`config.mk`:
```
export PLATFORM = sky130hd
export DESIGN_NAME = wptr_full
export DESIGN_NICKNAME = d
export VERILOG_FILES = /design/src/rtl/wptr_full.sv
export SDC_FILE = /design/constraint.sdc
export NUM_CORES = 1
export LEC_CHECK = 0
export CORE_ASPECT_RATIO = 0.9
export CORE_MARGIN = 2
export CORE_UTILIZATION = 29
export CTS_CLUSTER_DIAMETER = 30
export CTS_CLUSTER_SIZE = 24
export DETAILED_ROUTE_END_ITERATION = 7
export HOLD_SLACK_MARGIN = 0.1
export PLACE_DENSITY_LB_ADDON = 0.3
export REMOVE_ABC_BUFFERS = 1
export SLEW_MARGIN = 20
export SYNTH_ARGS = -nofsm -noshare
export SYNTH_HDL_FRONTEND = slang
export SYNTH_SLANG_ARGS = --single-unit
```
`constraint.sdc`:
```
create_clock -name wclk -period 6.84 [get_ports wclk]
set_input_delay 1.026 -clock wclk [delete_from_list [all_inputs] [get_ports wclk]]
set_output_delay 1.026 -clock wclk [all_outputs]
set_load 0.005 [all_outputs]
```
`src/rtl/wptr_full.sv`:
```
// -----------------------------------------------------------------------------
// wptr_full
//
// Write-side pointer and full-flag logic for a dual-clock asynchronous FIFO.
// This block sits entirely in the write clock domain. Its partner is the
// read-side pointer/empty block.
//
// It keeps the binary write pointer (wbin_r) and a registered Gray copy (wptr).
// The Gray copy is what crosses into the read domain. The Gray read pointer
// arrives from the read domain and passes through a two-flop synchroniser.
// The synchronised value then drives the full flag, the almost-full flag,
// the write-side fill level and a sticky overflow flag.
//
// Parameters
//   ASIZE     : address width; FIFO depth is 2**ASIZE
//   AF_MARGIN : almost-full asserts when free entries <= AF_MARGIN
//               (meaningful range 1 .. 2**ASIZE-1)
//
// Ports
//   wclk         in   1        write clock; all state changes on its rising edge
//   wrstn        in   1        asynchronous active-low reset
//   wen          in   1        write request from the producer
//   ovf_clr      in   1        synchronous clear of woverflow
//   rptr         in   ASIZE+1  Gray read pointer, still in the read clock domain
//   waddr        out  ASIZE    RAM write address (low bits of the binary pointer)
//   wptr         out  ASIZE+1  registered Gray write pointer for the read domain
//   wfull        out  1        registered full flag
//   walmost_full out  1        registered almost-full flag
//   wlevel       out  ASIZE+1  registered write-side occupancy, 0 .. 2**ASIZE
//   woverflow    out  1        sticky: a write was attempted while full
// -----------------------------------------------------------------------------
module wptr_full #(
  parameter int ASIZE     = 4,
  parameter int AF_MARGIN = 2
) (
  input  logic             wclk,
  input  logic             wrstn,
  input  logic             wen,
  input  logic             ovf_clr,
  input  logic [ASIZE:0]   rptr,
  output logic [ASIZE-1:0] waddr,
  output logic [ASIZE:0]   wptr,
  output logic             wfull,
  output logic             walmost_full,
  output logic [ASIZE:0]   wlevel,
  output logic             woverflow
);

  localparam int PW = ASIZE + 1;

  // Occupancy value of a completely full FIFO.
  localparam logic [PW-1:0] DEPTH = {1'b1, {ASIZE{1'b0}}};

  // The Gray pointers are one lap apart when the FIFO is full. In that case
  // they differ in exactly their two MSBs. This mask flips those two bits.
  // Building it from DEPTH keeps it legal for ASIZE = 1.
  localparam logic [PW-1:0] FULL_MASK = DEPTH | (DEPTH >> 1);

  localparam logic [PW-1:0] AF_LIMIT = PW'(AF_MARGIN);

  // Binary to Gray conversion.
  function automatic logic [PW-1:0] bin2gray(input logic [PW-1:0] b);
    return (b >> 1) ^ b;
  endfunction

  // Gray to binary conversion: prefix XOR taken from the MSB down.
  function automatic logic [PW-1:0] gray2bin(input logic [PW-1:0] g);
    logic [PW-1:0] b;
    b[PW-1] = g[PW-1];
    for (int i = PW - 2; i >= 0; i--) begin
      b[i] = b[i+1] ^ g[i];
    end
    return b;
  endfunction

  logic [PW-1:0] wbin_r;
  logic [PW-1:0] wptr_r;
  logic [PW-1:0] rq1_r;
  logic [PW-1:0] rq2_r;
  logic          wfull_r;
  logic          walmost_full_r;
  logic [PW-1:0] wlevel_r;
  logic          woverflow_r;

  logic          winc_s;
  logic [PW-1:0] wbin_next_s;
  logic [PW-1:0] wgray_next_s;
  logic [PW-1:0] rbin_s;
  logic [PW-1:0] level_next_s;
  logic [PW-1:0] free_next_s;
  logic          full_next_s;
  logic          almost_full_next_s;
  logic          overflow_next_s;

  // Two-flop synchroniser for the read-domain Gray pointer.
  always_ff @(posedge wclk or negedge wrstn) begin
    if (!wrstn) begin
      rq1_r <= {PW{1'b0}};
      rq2_r <= {PW{1'b0}};
    end else begin
      rq1_r <= rptr;
      rq2_r <= rq1_r;
    end
  end

  // Next-state pointer, level and flag computation.
  // Only the synchronised rq2_r is used. A read that frees a slot therefore
  // reaches the flags late, so the flags stay pessimistic.
  always_comb begin
    winc_s             = 1'b0;
    wbin_next_s        = wbin_r;
    wgray_next_s       = wptr_r;
    rbin_s             = {PW{1'b0}};
    level_next_s       = wlevel_r;
    free_next_s        = {PW{1'b0}};
    full_next_s        = 1'b0;
    almost_full_next_s = 1'b0;

    winc_s       = wen & ~wfull_r;
    wbin_next_s  = wbin_r + {{ASIZE{1'b0}}, winc_s};
    wgray_next_s = bin2gray(wbin_next_s);
    rbin_s       = gray2bin(rq2_r);

    // Modulo-2**PW difference. The extra pointer bit keeps the result in the
    // range 0 .. DEPTH across wrap-around.
    level_next_s = wbin_next_s - rbin_s;
    free_next_s  = DEPTH - level_next_s;

    full_next_s        = (wgray_next_s == (rq2_r ^ FULL_MASK));
    almost_full_next_s = (free_next_s <= AF_LIMIT);
  end

  // Sticky overflow: a write attempted while full sets the flag, and the set
  // takes priority over a clear in the same cycle.
  always_comb begin
    overflow_next_s = woverflow_r;
    if (wen && wfull_r) begin
      overflow_next_s = 1'b1;
    end else if (ovf_clr) begin
      overflow_next_s = 1'b0;
    end else begin
      overflow_next_s = woverflow_r;
    end
  end

  // Write pointer registers.
  // The Gray copy is registered so that the read domain only ever samples a
  // clean value.
  always_ff @(posedge wclk or negedge wrstn) begin
    if (!wrstn) begin
      wbin_r <= {PW{1'b0}};
      wptr_r <= {PW{1'b0}};
    end else begin
      wbin_r <= wbin_next_s;
      wptr_r <= wgray_next_s;
    end
  end

  // Status registers: full, almost-full, level and overflow.
  always_ff @(posedge wclk or negedge wrstn) begin
    if (!wrstn) begin
      wfull_r        <= 1'b0;
      walmost_full_r <= 1'b0;
      wlevel_r       <= {PW{1'b0}};
      woverflow_r    <= 1'b0;
    end else begin
      wfull_r        <= full_next_s;
      walmost_full_r <= almost_full_next_s;
      wlevel_r       <= level_next_s;
      woverflow_r    <= overflow_next_s;
    end
  end

  assign waddr        = wbin_r[ASIZE-1:0];
  assign wptr         = wptr_r;
  assign wfull        = wfull_r;
  assign walmost_full = walmost_full_r;
  assign wlevel       = wlevel_r;
  assign woverflow    = woverflow_r;

endmodule

```
Yosys cells after proc, flatten, opt, wreduce, memory -nomap -nowiden
Index checks and enable logic that the tools add are counted.

Register bits: 28. Output and inout port bits: 17. Input port bits: 9. Logic and storage cells: 25.

Reductions and logical operators: 2. Bitwise logic cells: 8. Mux-type cells: 2. Equality and inequality tests: 1. Add/sub/neg operators: 3. Order comparisons: 1.

Operator list (number): adder 5 x 1 -> 5 bit (1); == test 5 bit (1); <= comparator 5 x 2 -> 1 bit, second input constant (1); subtractor 5 bit (1); subtractor 5 bit, first input constant (1); bitwise XOR 4 x 5 -> 5 bit (1); bitwise XOR 1 bit (4); 2-to-1 mux 1 bit (2); NOT 2 bit (1); nonzero test 2 bit (1); AND 1 bit (1); logical AND 1 bit (1); NOT 1 bit (1).

Longest topological paths before layout
Gate-level depths: netlist of the first run.

Depth in word-level cells: 7. Mapped depth: 12. Gate-level depth less buffers: 12.

Least setup slack after synthesis of the first run
Ideal clock, no wire load.

Kind: input port to flip-flop. From: input wen. To: register walmost_full_r (netlist: walmost_full). Required time: 6746 ps. Library setup time: 94 ps. Path buffers: 0. Stages on the path: 9. Slack: 3320 ps. Data arrival time: 3427 ps. Path through: nor2b_1 ha_1 ha_1 fa_1 inv_1 ha_1 xnor3_1 or3_1 a221oi_2.

Longest elaborated chain between the ends: 5.

RTL lines: start, declared (line 38) `input logic wen,`; AND 1 bit (line 119) `winc_s = wen & ~wfull_r;`; adder 5 x 1 -> 5 bit (line 120) `wbin_next_s = wbin_r + {{ASIZE{1'b0}}, winc_s};`; named net wbin_next_s[1] (line 86) `logic [PW-1:0] wbin_next_s;`; subtractor 5 bit (line 126) `level_next_s = wbin_next_s - rbin_s;`; named net level_next_s[1] (line 89) `logic [PW-1:0] level_next_s;`; subtractor 5 bit (line 127) `free_next_s = DEPTH - level_next_s;`; <= comparator 5 x 2 -> 1 bit (line 130) `almost_full_next_s = (free_next_s <= AF_LIMIT);`; named net almost_full_next_s (line 92) `logic almost_full_next_s;`; end signal, assigned (line 168) `walmost_full_r <= almost_full_next_s;`; end, declared (line 81) `logic walmost_full_r;`.

The timed path passes the listed nets, and every way through them passes these cells. A chain may end at the register's enable or synchronous reset.

Worst setup path after layout of the first run
Same ends and word-level chain as after synthesis.

==> metrics, run 1 <==
result of the run=complete, no violations; layout overhead on the synthesized area=30.0%; Switching Fraction=0.364; number of nets with antenna violations after routing=0; EDFF count, synth=0; # clock sinks=27; first element of the critical path=wen; number of slew-limit violations in the final report=0; sequential fraction of design power=0.299; switching power summed over all nets=0.000304 W; worst reg-to-reg path cell count=12; Multi-input gate area=512 um2; portion of netlist area occupied by mux cells=0.00931; Die Wd=72.1 um; reg2reg end=walmost_full; Reg-to-Reg Start=rq2_r[4]; Total Neg Setup Slack=0 ns; vias=715; fraction of synthesized cell area in xor and xnor cells=0.194; number of search-and-repair iterations in the first detailed-routing pass=2; worst clock skew=0.00785 ns; Startpoint Class=input port; worst min path class=reg -> reg; average vias per placed instance=4.28; CTS Buffer Depth=2; post-route setup slack=2.92 ns; gr usage total=0.0914; vias in the first global route=698; final hold violation count=0; post-synthesis sequential area ratio=0.558; Clk Latency, worst-skew pair=0.27 ns; first-pass GRT wire length=3230 um; buffers added on ports=25; worst-case headroom to the max-slew limit=0.744; most instantiated flip-flop cell in the synthesis netlist=dfrtp_1; final number of setup-violating endpoints=0; maximum number of pins on one net before global-route repair=28; share of the clock period used by the worst path after layout=0.574; fmax=255 MHz; PD cells=530 nW/um2; overall power consumption=0.000834 W; Core Rows=22; synthesized netlist cell count=89; signal arrival time at the worst endpoint=4.11 ns; drt total wl=1950 um; cells along the critical path=clkdlybuf4s50_1, nor2b_1, ha_1, ha_1, xor2_1, ha_1, xor2_1, or3_2, or3_1, a221oi_2; element type at the critical path end=register; internal power component=0.000530 W; FILL cells=379; synthesized-area fraction occupied by ao, oa, aoi and oai cells=0.0403; unrepaired setup endpoints after global routing=no; Gate power share=0.596; library cell with the highest instance count after synthesis=dfrtp_1; post-cts gate resize count=0; Die Area=4710 um2; static leakage power=0.715 nW; area of all sequential standard cells=676 um2; shortest clock period the worst path allows after layout=3.92 ns; clock tree from TritonCTS=yes; part of the power in the clock network=0.105; list of most frequent post-synthesis cells=dfrtp_1 (27), xor2_1 (13), ha_1 (8), inv_1 (6), xnor2_1 (6); total CTS buffers=3; Synthesis Warnings=0; hpwl dp=1500 um; Max FO, Critical Path=5; GP Congestion=0.841; area share of the largest cell type after synthesis=0.558; detailed-route wire length per cell=11.7 um; number of cells after detailed placement=163; main area contributors after synthesis=dfrtp_1 (56%), xor2_1 (9.4%), ha_1 (8.3%); H-tree levels=1; summed instance area of the synthesized netlist=1210 um2; core outline area=4050 um2; adder-cell area share of the yosys netlist=0.0993; path type of the worst setup path=in -> reg; post-CTS setup buffers=0; top cell type by total area after synthesis=dfrtp_1; Nets=138; clock-pin slew of the registers on the worst-case setup and hold paths=0.09 ns; delay-heaviest family, CP=simple AND/OR/NAND/NOR gates; #FFs+latches synth=27; Crit. path cell count=10; number of top-level design ports=26; asr flop ratio synth=1.00; Post-Place Setup Slack=2.63 ns; ant diodes=0; maximum vdd drop=0.000188 V; Buf+Inv Stages, Crit Path=1; # DRC=0; most used cell, CP=ha_1; Setup crit end=walmost_full; final cell count without fillers=167; data required time at the worst endpoint=7.02 ns; share of synthesized cell area in and, or, nand and nor gates=0.0796; die boundary height=65.3 um; proportion of layout cells with a drive suffix above 1=0.0756; initial drt markers=15; main combinational cell family by area after synthesis=XOR/XNOR gates; stage delay of the slowest cell on the critical path=0.46 ns; number of buffers inserted for hold repair after clock tree synthesis=0; Critical Path Slowest Stage Cell=clkdlybuf4s50_1; Tightest Pin Transition=0.383 ns; clock root buffer=clkbuf_8; distinct cell type count of the synthesized netlist=26; initial standard-cell utilization of the core=0.299; worst-case register-to-register setup slack=3.29 ns; antenna violations before repair=0; average size of a mapped cell=13.6 um2; global-route congestion overflow total=0; # Max-Cap Violations=0
## state kept, by name, indices dropped and copies added, names as in the netlist
signal / cells
wlevel: 5
rq1_r: 5
wbin_r: 5
wfull: 1
wptr: 4
walmost_full: 1
woverflow: 1
rq2_r: 5
## worst min-delay path by stage
stage / startpoint / endpoint / depth (start not counted)
global route: rq1_r[1] / rq2_r[1] / 0
CTS: rq1_r[4] / rq2_r[4] / 0
detailed placement: rq1_r[4] / rq2_r[4] / 0
finish: rq1_r[4] / rq2_r[4] / 0
global placement: rq1_r[1] / rq2_r[1] / 0
floorplan: rq1_r[0] / rq2_r[0] / 0
## logic make-up (layout without fill, tap and decap cells)
| kind of cell | Yosys count | count (layout) |
|---|---|---|
| AOI/OAI and AO/OA | 7 | 7 |
| xor gates and xnor gates | 22 | 22 |
| adders and majority gates | 9 | 9 |
| buffers and inverters | 6 | 36 |
| DFF | 27 | 27 |
| muxes | 1 | 1 |
| and+or+nand+nor | 17 | 17 |
## power groups by stage
stage | combinational (W) | sequential, W | clock [W]
2_1_floorplan | 0.000329 | 0.000255 | 0
3_3_place_gp | 0.000495 | 0.000253 | 0
3_5_place_dp | 0.000501 | 0.000254 | 0
4_1_cts | 0.000505 | 0.000250 | 0.0000932
5_1_grt | 0.000554 | 0.000257 | 0.000101
6_report | 0.000497 | 0.000249 | 0.0000872
## per-layer routing
layer / part of all wire / global-route usage / vias to the layer above
met1: 0.45 / 0.111 / 343
met3: 0.049 / 0.0337 / 5
li1: - / - / 352
met2: 0.48 / 0.143 / 15
met4: 0.017 / 0.0425 / 0
met5: 0 / 0 / -
## layout make-up
cell class / instances / area share
sequential: 27 / 0.430
multi-input combinational: 56 / 0.325
timing repair buffer: 26 / 0.164
tap: 48 / 0.0382
clock buffer: 4 / 0.0286
inverter: 6 / 0.0143
## cell usage in the layout (no fill, tap or decap), drive strengths merged, types with 2 or more instances in the layout
| cell type | n |
|---|---|
| xnor3 | 3 |
| xor2 | 13 |
| inv | 6 |
| nand2 | 3 |
| and3 | 2 |
| clkbuf | 4 |
| clkdlybuf4s50 | 25 |
| nor2b | 2 |
| nor2 | 3 |
| or3 | 2 |
| a21oi | 3 |
| ha | 8 |
| xnor2 | 6 |
| dfrtp | 27 |
## stage by stage
| step | instance area (um2) | hold slack, ns | util |
|---|---|---|---|
| finish | 1570 | 0.353 | 0.389 |
| detailed placement | 1530 | 0.336 | 0.378 |
| global placement | 1530 | 0.334 | 0.378 |
| floorplan | 1210 | 0.331 | - |
| CTS | 1570 | 0.357 | 0.389 |
| global route | 1570 | 0.367 | 0.389 |
Note: power is estimated with default switching activity, not from simulation.
==> run 2: changes to the inputs <==
Clock period 6.84 ns to 4.1 ns, I/O delays scaled along.
==> metrics, run 2 (synthesized netlist as in run 1, its figures left out) <==
vias=736; maximum vdd drop=0.000265 V; proportion of layout cells with a drive suffix above 1=0.0833; worst clock skew=0.00766 ns; Max FO, Critical Path=4; Startpoint Class=register; ant diodes=0; # clock sinks=27; signal arrival time at the worst endpoint=3.71 ns; post-cts gate resize count=0; gr usage total=0.0999; detailed-route wire length per cell=12.1 um; share of the clock period used by the worst path after layout=0.860; final cell count without fillers=168; GP Congestion=0.824; Reg-to-Reg Start=rq2_r[4]; Nets=139; initial drt markers=31; initial standard-cell utilization of the core=0.299; core utilization of the finished layout=0.391; Die Wd=72.1 um; number of cells after detailed placement=164; clock tree from TritonCTS=yes; overall power consumption=0.00141 W; total CTS buffers=3; global-route congestion overflow total=0; antenna violations before repair=0; # Max-Cap Violations=0; first-pass GRT wire length=3460 um; reg2reg end=walmost_full; maximum number of pins on one net before global-route repair=28; Tightest Pin Transition=0.382 ns; Post-Place Setup Slack=0.377 ns; most used cells in the layout excluding fill and tap cells=dfrtp_1 (27), clkdlybuf4s50_1 (25), xor2_1 (13); # DRC=0; shortest clock period the worst path allows after layout=3.53 ns; result of the run=complete, no violations; unrepaired setup endpoints after global routing=no; post-CTS setup buffers=0; number of buffers inserted for hold repair after clock tree synthesis=0; clock-pin slew of the registers on the worst-case setup and hold paths=0.08 ns; static leakage power=0.720 nW; layout overhead on the synthesized area=30.6%; FILL cells=387; data required time at the worst endpoint=4.28 ns; Hold Crit Start=rq1_r[1]; vias in the first global route=775; core outline area=4050 um2; Core Rows=22; number of top-level design ports=26; element type at the critical path end=register; die boundary height=65.3 um; average vias per placed instance=4.38; final number of setup-violating endpoints=0; Total Neg Setup Slack=0 ns; clock root buffer=clkbuf_8; PD cells=895 nW/um2; buffers added on ports=25; worst min path class=reg -> reg; hpwl dp=1580 um; worst-case hold path end point=rq2_r[1]; most frequent standard cell in the layout excluding fill and tap cells=dfrtp_1; number of search-and-repair iterations in the first detailed-routing pass=4; drt total wl=2040 um; worst reg-to-reg path cell count=12; number of nets with antenna violations after routing=0; post-route setup slack=0.574 ns; number of slew-limit violations in the final report=0; Clk Latency, worst-skew pair=0.27 ns; H-tree levels=1; fmax=284 MHz; path type of the worst setup path=reg -> reg; worst-case headroom to the max-slew limit=0.744; worst hold path stage count=0; worst-case register-to-register setup slack=0.57 ns; Die Area=4710 um2; final hold violation count=0; CTS Buffer Depth=2
==> run 2: cell types whose count changed in the layout (fill, tap and decap cells not counted) <==
cell | previous run | this run
buf_4 | 1 | 2
==> run 2: worst max path at each step <==
stage | start | endpoint | slack (ns) | cells after the start
floorplan | rq2_r[4] | walmost_full | 0.84 | 12
global placement | wen | walmost_full | 0.47 | 10
detailed placement | wen | walmost_full | 0.38 | 10
CTS | rq2_r[4] | walmost_full | 0.54 | 12
global route | rq2_r[4] | walmost_full | 0.28 | 12
finish | rq2_r[4] | walmost_full | 0.57 | 12
==> run 2: layout make-up <==
class	instances	area, um2	area share
repair buffers	27	265	0.168
inverters	6	22.5	0.0143
flip-flops and latches	27	676	0.428
multi-input cells	56	512	0.324
well taps	48	60.1	0.0380
clock buffers	4	45.0	0.0285
==> run 2: per-stage QoR <==
stage / hold slack, ns / instance area (um2)
2_1_floorplan: 0.319 / 1210
3_3_place_gp: 0.333 / 1540
3_5_place_dp: 0.336 / 1540
4_1_cts: 0.357 / 1580
5_1_grt: 0.364 / 1580
6_report: 0.354 / 1580
==> run 2: routing by layer <==
layer  GRT usage  part of all wire
met1       0.114              0.44
met2       0.166              0.49
met3      0.0383             0.053
met4      0.0425             0.015
met5           0                 0
==> run 2: critical path, cell delays in order (launching register included) <==
cell      delay (ns)
dfrtp_1         0.41
xnor2_1         0.26
xor2_1          0.25
xor2_1          0.37
xnor2_1         0.17
ha_1            0.19
inv_1           0.06
fa_1            0.54
inv_1           0.06
ha_1            0.22
xnor3_1         0.35
or3_1           0.33
a221oi_2        0.23
==> run 2: where the power goes <==
part	switching (W)	internal (W)
clock	0.0000804	0.0000697
sequential	0.0000567	0.000361
combinational	0.000383	0.000462
